[config.mk]
export PLATFORM = sky130hd
export DESIGN_NAME = truth_table_capture
export DESIGN_NICKNAME = d
export VERILOG_FILES = /design/src/rtl/tt_pkg.sv /design/src/rtl/tt_settle_timer.sv /design/src/rtl/truth_table_capture.sv
export SDC_FILE = /design/constraint.sdc
export NUM_CORES = 1
export LEC_CHECK = 0
export ABC_AREA = 1
export BUFFER_PORTS_ARGS = -buffer_cell sky130_fd_sc_hd__buf_2
export CAP_MARGIN = 15
export CELL_PAD_IN_SITES_DETAIL_PLACEMENT = 1
export CELL_PAD_IN_SITES_GLOBAL_PLACEMENT = 1
export CORE_UTILIZATION = 40
export DETAILED_ROUTE_END_ITERATION = 8
export PLACE_DENSITY = 0.89
export SLEW_MARGIN = 0
export SYNTH_ARGS = -nofsm -noshare
export SYNTH_HDL_FRONTEND = slang
export SYNTH_SLANG_ARGS = --single-unit
[constraint.sdc]
create_clock -name clk -period 2.78 [get_ports clk]
set_clock_uncertainty 0.05 [all_clocks]
set_input_delay 0.139 -clock clk [delete_from_list [all_inputs] [get_ports clk]]
set_output_delay 0.139 -clock clk [all_outputs]
set_load 0.005 [all_outputs]
[src/rtl/tt_pkg.sv]
// Shared types and width helpers for the truth-table capture block.
package tt_pkg;

  // Sweep controller states.
  typedef enum logic [1:0] {
    ST_IDLE   = 2'd0,
    ST_SETTLE = 2'd1,
    ST_SAMPLE = 2'd2,
    ST_DONE   = 2'd3
  } ttState_e;

  // Ceiling log2 with a floor of one bit so a counter always has a width.
  function automatic int ttClog2(input int value);
    int width;
    width = 1;
    while ((1 << width) < value) begin
      width = width + 1;
    end
    return width;
  endfunction

  // Number of truth-table bits for an n-input function.
  function automatic int ttWidth(input int nIn);
    return 1 << nIn;
  endfunction

  // Highest input combination index for an n-input function.
  function automatic int ttIdxLast(input int nIn);
    return (1 << nIn) - 1;
  endfunction

endpackage

[src/rtl/tt_settle_timer.sv]
// Settle timer: counts the cycles an input combination has been held and
// flags the last settle cycle so the controller can move to sampling.
module tt_settle_timer
  import tt_pkg::*;
#(
  parameter int SETTLE_CYC = 1
) (
  input  logic clk,
  input  logic rst_n,
  input  logic i_load,
  input  logic i_enable,
  output logic o_expired
);

  localparam int CNT_W = ttClog2(SETTLE_CYC + 1);
  localparam logic [CNT_W-1:0] CNT_LAST = CNT_W'(SETTLE_CYC - 1);

  logic [CNT_W-1:0] r_count;

  // Restart from zero on each new combination, otherwise count up while settling.
  always_ff @(posedge clk or negedge rst_n) begin
    if (!rst_n) begin
      r_count <= '0;
    end else if (i_load) begin
      r_count <= '0;
    end else if (i_enable && !o_expired) begin
      r_count <= r_count + 1'b1;
    end
  end

  assign o_expired = (r_count == CNT_LAST);

endmodule

[src/rtl/truth_table_capture.sv]
// Truth-table capture: sweeps every input combination of an N_IN-input
// function, waits SETTLE_CYC cycles per combination, samples the output and
// packs the result so bit i holds the output seen while dut_in == i.
module truth_table_capture
  import tt_pkg::*;
#(
  parameter int N_IN       = 3,
  parameter int SETTLE_CYC = 1
) (
  input  logic                       clk,
  input  logic                       rst_n,
  input  logic                       start,
  input  logic                       abort,
  output logic [N_IN-1:0]            dut_in,
  input  logic                       dut_out,
  output logic                       busy,
  output logic                       done,
  output logic                       tt_valid,
  output logic [ttWidth(N_IN)-1:0]   truth_table
);

  localparam int TT_W = ttWidth(N_IN);
  localparam logic [N_IN-1:0] IDX_LAST = N_IN'(ttIdxLast(N_IN));

  ttState_e r_state;
  ttState_e w_stateNext;

  logic [N_IN-1:0] r_idx;
  logic [N_IN-1:0] r_dutIn;
  logic            r_busy;
  logic            r_done;
  logic            r_ttValid;
  logic [TT_W-1:0] r_truthTable;

  logic w_startOk;
  logic w_lastIdx;
  logic w_timerLoad;
  logic w_timerEnable;
  logic w_timerExpired;

  assign w_startOk     = start && !abort;
  assign w_lastIdx     = (r_idx == IDX_LAST);
  assign w_timerLoad   = (w_stateNext == ST_SETTLE) && (r_state != ST_SETTLE);
  assign w_timerEnable = (r_state == ST_SETTLE);

  tt_settle_timer #(
    .SETTLE_CYC (SETTLE_CYC)
  ) u_settleTimer (
    .clk       (clk),
    .rst_n     (rst_n),
    .i_load    (w_timerLoad),
    .i_enable  (w_timerEnable),
    .o_expired (w_timerExpired)
  );

  // State register.
  always_ff @(posedge clk or negedge rst_n) begin
    if (!rst_n) begin
      r_state <= ST_IDLE;
    end else begin
      r_state <= w_stateNext;
    end
  end

  // Next-state decode; abort wins over progress while a sweep is running.
  always_comb begin
    w_stateNext = r_state;
    unique case (r_state)
      ST_IDLE: begin
        if (w_startOk) begin
          w_stateNext = ST_SETTLE;
        end
      end
      ST_SETTLE: begin
        if (abort) begin
          w_stateNext = ST_IDLE;
        end else if (w_timerExpired) begin
          w_stateNext = ST_SAMPLE;
        end
      end
      ST_SAMPLE: begin
        if (abort) begin
          w_stateNext = ST_IDLE;
        end else if (w_lastIdx) begin
          w_stateNext = ST_DONE;
        end else begin
          w_stateNext = ST_SETTLE;
        end
      end
      ST_DONE: begin
        w_stateNext = ST_IDLE;
      end
      default: begin
        w_stateNext = ST_IDLE;
      end
    endcase
  end

  // Sweep datapath: index, driven input, captured table and status flags.
  always_ff @(posedge clk or negedge rst_n) begin
    if (!rst_n) begin
      r_idx        <= '0;
      r_dutIn      <= '0;
      r_busy       <= 1'b0;
      r_done       <= 1'b0;
      r_ttValid    <= 1'b0;
      r_truthTable <= '0;
    end else begin
      r_done <= 1'b0;
      unique case (r_state)
        ST_IDLE: begin
          if (w_startOk) begin
            r_idx        <= '0;
            r_dutIn      <= '0;
            r_ttValid    <= 1'b0;
            r_truthTable <= '0;
            r_busy       <= 1'b1;
          end
        end
        ST_SETTLE: begin
          if (abort) begin
            r_busy  <= 1'b0;
            r_dutIn <= '0;
          end
        end
        ST_SAMPLE: begin
          if (abort) begin
            r_busy  <= 1'b0;
            r_dutIn <= '0;
          end else begin
            r_truthTable[r_idx] <= dut_out;
            if (w_lastIdx) begin
              r_busy    <= 1'b0;
              r_done    <= 1'b1;
              r_ttValid <= 1'b1;
            end else begin
              r_idx   <= r_idx + 1'b1;
              r_dutIn <= r_idx + 1'b1;
            end
          end
        end
        ST_DONE: begin
          r_dutIn <= '0;
        end
        default: begin
          r_busy <= 1'b0;
        end
      endcase
    end
  end

  assign dut_in      = r_dutIn;
  assign busy        = r_busy;
  assign done        = r_done;
  assign tt_valid    = r_ttValid;
  assign truth_table = r_truthTable;

endmodule
==> metrics <==
critical path's largest stage delay 0.42 ns; first-pass GRT wire length roughly 4700 µm; Starting Density between 40% and 50%; Final Hold Fails 0; max_slew headroom 68.5%; I/O Buffers 18; fin crit period 1.79 ns; fraction of layout cells with a size suffix above 1 roughly a fifth; Top FF cell, synth dfrtp_1; Synth async-reset ratio 100%; FF-to-FF End truth_table[1]$_DFFE_PN0P_; worst slack, placed between 1 and 1.5 ns; worst slew pin tran 0.473 ns; syn nets approximately 150; CP max stage cell dfrtp_1; final setup fails 0; fin crit share between 60 and 70%; CTS max path bufs 2; reg2reg setup slack 0.99 ns; Syn Std Cell Area about 1100 µm²; initial antenna violation count 0; Crit path max-delay family flip-flops; Via-to-Cell Ratio a little under 5; most used cell, CP nand2_1; worst setup margin 0.994 ns; most frequent cells in the layout 47 x nand2_1, 20 x dfrtp_1, 18 x buf_2; Overall Power 1.08 mW; max frequency approximately 0.56 GHz; remaining antenna violation count 0; Pre-Repair DR Iteration Count 4; Synth cell types 20; hold endpoint dut_in[1]$_DFFE_PN0P_; WP buf/inv 2; WL/cell around 14 µm; num rows 18; type of destination of the critical path flop; vias in the first global route ~990; placer congestion estimate 0.865; H-tree levels 1; max cap viols 0; Slew Viols, Final 0; Sink Count 20; Final Net Count approximately 170; Critical Path RT ~2.9 ns; synthesized flop and latch total 20; die area around 2900 µm²; largest net degree at the start of global routing 21; FF-to-FF Start r_state[0]$_DFF_PN0_; CTS tree yes; routed via count 940; fraction of the yosys area taken by sequential cells 46.6%; DIE WIDTH around 54 µm; register area between 500 and 600 µm²; Avg Cell Area, Syn 7.85 µm²; Crit Path Category flop to flop; worst hold stages 4; commonest non-fill, non-tap cell in the layout nand2_1; drt first-iter violations 9; worst skew pair latency ~0.32 ns; crit-path cells inv_1 -> ha_1 -> inv_2 -> nand2_1 -> nand2_2 -> nand2_4 -> o21ai_0 -> nand2_1; Hold WC Path Type primary input to flop; CP startpoint kind flop; Lkg Pwr 0.740 nW; area of the multi-input gates 497 µm²; Peak VDD IR 0.000587 V; clk slew on worst S/H paths around 0.13 ns; core area roughly 2500 µm²; Setup TNS 0 ns; Warnings, synthesis 0; HP Start abort; worst-path fanout max 11; Tot GR Track Use 23.3%; Power Density 858 nW/µm²; Post-synth EDFFs 0; # diodes 0; Mapped Cells between 100 and 150; chip height between 50 and 60 µm; critical path arrival roughly 1.9 ns; Area Growth Syn to Fin 17.2%; overall routed net length about 2700 µm; post-DP HPWL ~2000 µm; RSZ-0062 raised after global routing no; DRC violations left 0; post-CTS setup buffers 0; r2r worst-path depth 8; Remaining Overflow, GRT 0; outcome finished clean; clk root buf clkbuf_4; io pins 19; total CTS buffers 3; fillcell total approximately 310
-- where the power goes --
part           switching (mW)  leakage (nW)  internal [mW]
Sequential             0.0376         0.275          0.327
Clock                  0.0986        0.0279          0.146
Combinational           0.330         0.437          0.141
Total                   0.467         0.740          0.614
-- synth_stat cells (3+ instances only) --
master   instances  area [µm²]
o21ai_0         12        60.1
nor3_1           8        40.0
nand2_1         47         176
nand3_1          5        25.0
nand2_2          4        25.0
ha_1             6        75.1
nor2_1           7        26.3
dfrtp_1         20         500
inv_1           15        56.3
inv_2            3        11.3
-- area by class of cell --
| cell class | count | share of cell area, % |
|---|---|---|
| Tap cell | 30 | 2.98 |
| Timing Repair Buffer | 19 | 7.94 |
| Clock buffer | 3 | 1.79 |
| Inverter | 19 | 5.76 |
| Clock inverter | 1 | 2.38 |
| Multi-Input combinational cell | 97 | 39.4 |
| Sequential cell | 20 | 39.7 |
-- per-stage QoR --
stage	utilization, %	std cells	hold WS (ns)	area, µm²
floorplan	-	137	-0.207	1070
global placement	47.9	184	0.0587	1200
detailed placement	47.9	184	0.0659	1200
CTS	50.4	189	0.118	1260
global route	50.4	189	0.121	1260
finish	50.4	189	0.120	1260
-- timing repair --
action,in CTS,in global routing
gates resized for setup,0,0
hold endpoints to repair,20,0
hold buffers,1,0
-- state kept, by name, indices dropped and copies added (netlist names) --
signal / count
busy: 1
done: 1
dut_in: 3
r_idx: 3
r_state: 2
truth_table: 8
tt_valid: 1
u_settleTimer.r_count: 1
-- kinds of logic (layout without fill, tap and decap cells) --
| group | count (synthesis) | count (layout) | share of synthesized area (%) |
|---|---|---|---|
| buf+inv | 20 | 42 | 7.22 |
| compound gates | 16 | 16 | 8.73 |
| fa+ha+maj | 6 | 6 | 6.98 |
| flops | 20 | 20 | 46.6 |
| simple gates | 75 | 75 | 30.5 |
-- layer usage --
metal	global-route usage [%]	vias to the layer above	routed length (µm)
met5	0	-	0
met4	5.70	0	31
met3	6.78	4	101
met2	41.6	21	1360
met1	26.9	444	1190
li1	-	471	-
-- worst min-delay path, delay by kind of cell --
family | cells | cell delay, ns
and+or+nand+nor | 2 | 0.14
buffers and inverters | 2 | 0.19
-- how the worst max path moves through the flow --
stage / start / to / slack (ns) / cells past startpoint
2_1_floorplan: r_idx[0]$_DFFE_PN0P_ / dut_in[0]$_DFFE_PN0P_ / 1.30 / 8
3_3_place_gp: r_idx[0]$_DFFE_PN0P_ / dut_in[1]$_DFFE_PN0P_ / 1.15 / 8
3_5_place_dp: r_state[0]$_DFF_PN0_ / truth_table[1]$_DFFE_PN0P_ / 1.03 / 8
4_1_cts: r_state[0]$_DFF_PN0_ / truth_table[1]$_DFFE_PN0P_ / 0.98 / 8
5_1_grt: r_state[0]$_DFF_PN0_ / r_idx[1]$_DFFE_PN0P_ / 0.85 / 9
6_report: r_state[0]$_DFF_PN0_ / truth_table[1]$_DFFE_PN0P_ / 0.99 / 8
Power figures use the tool's default switching activity.
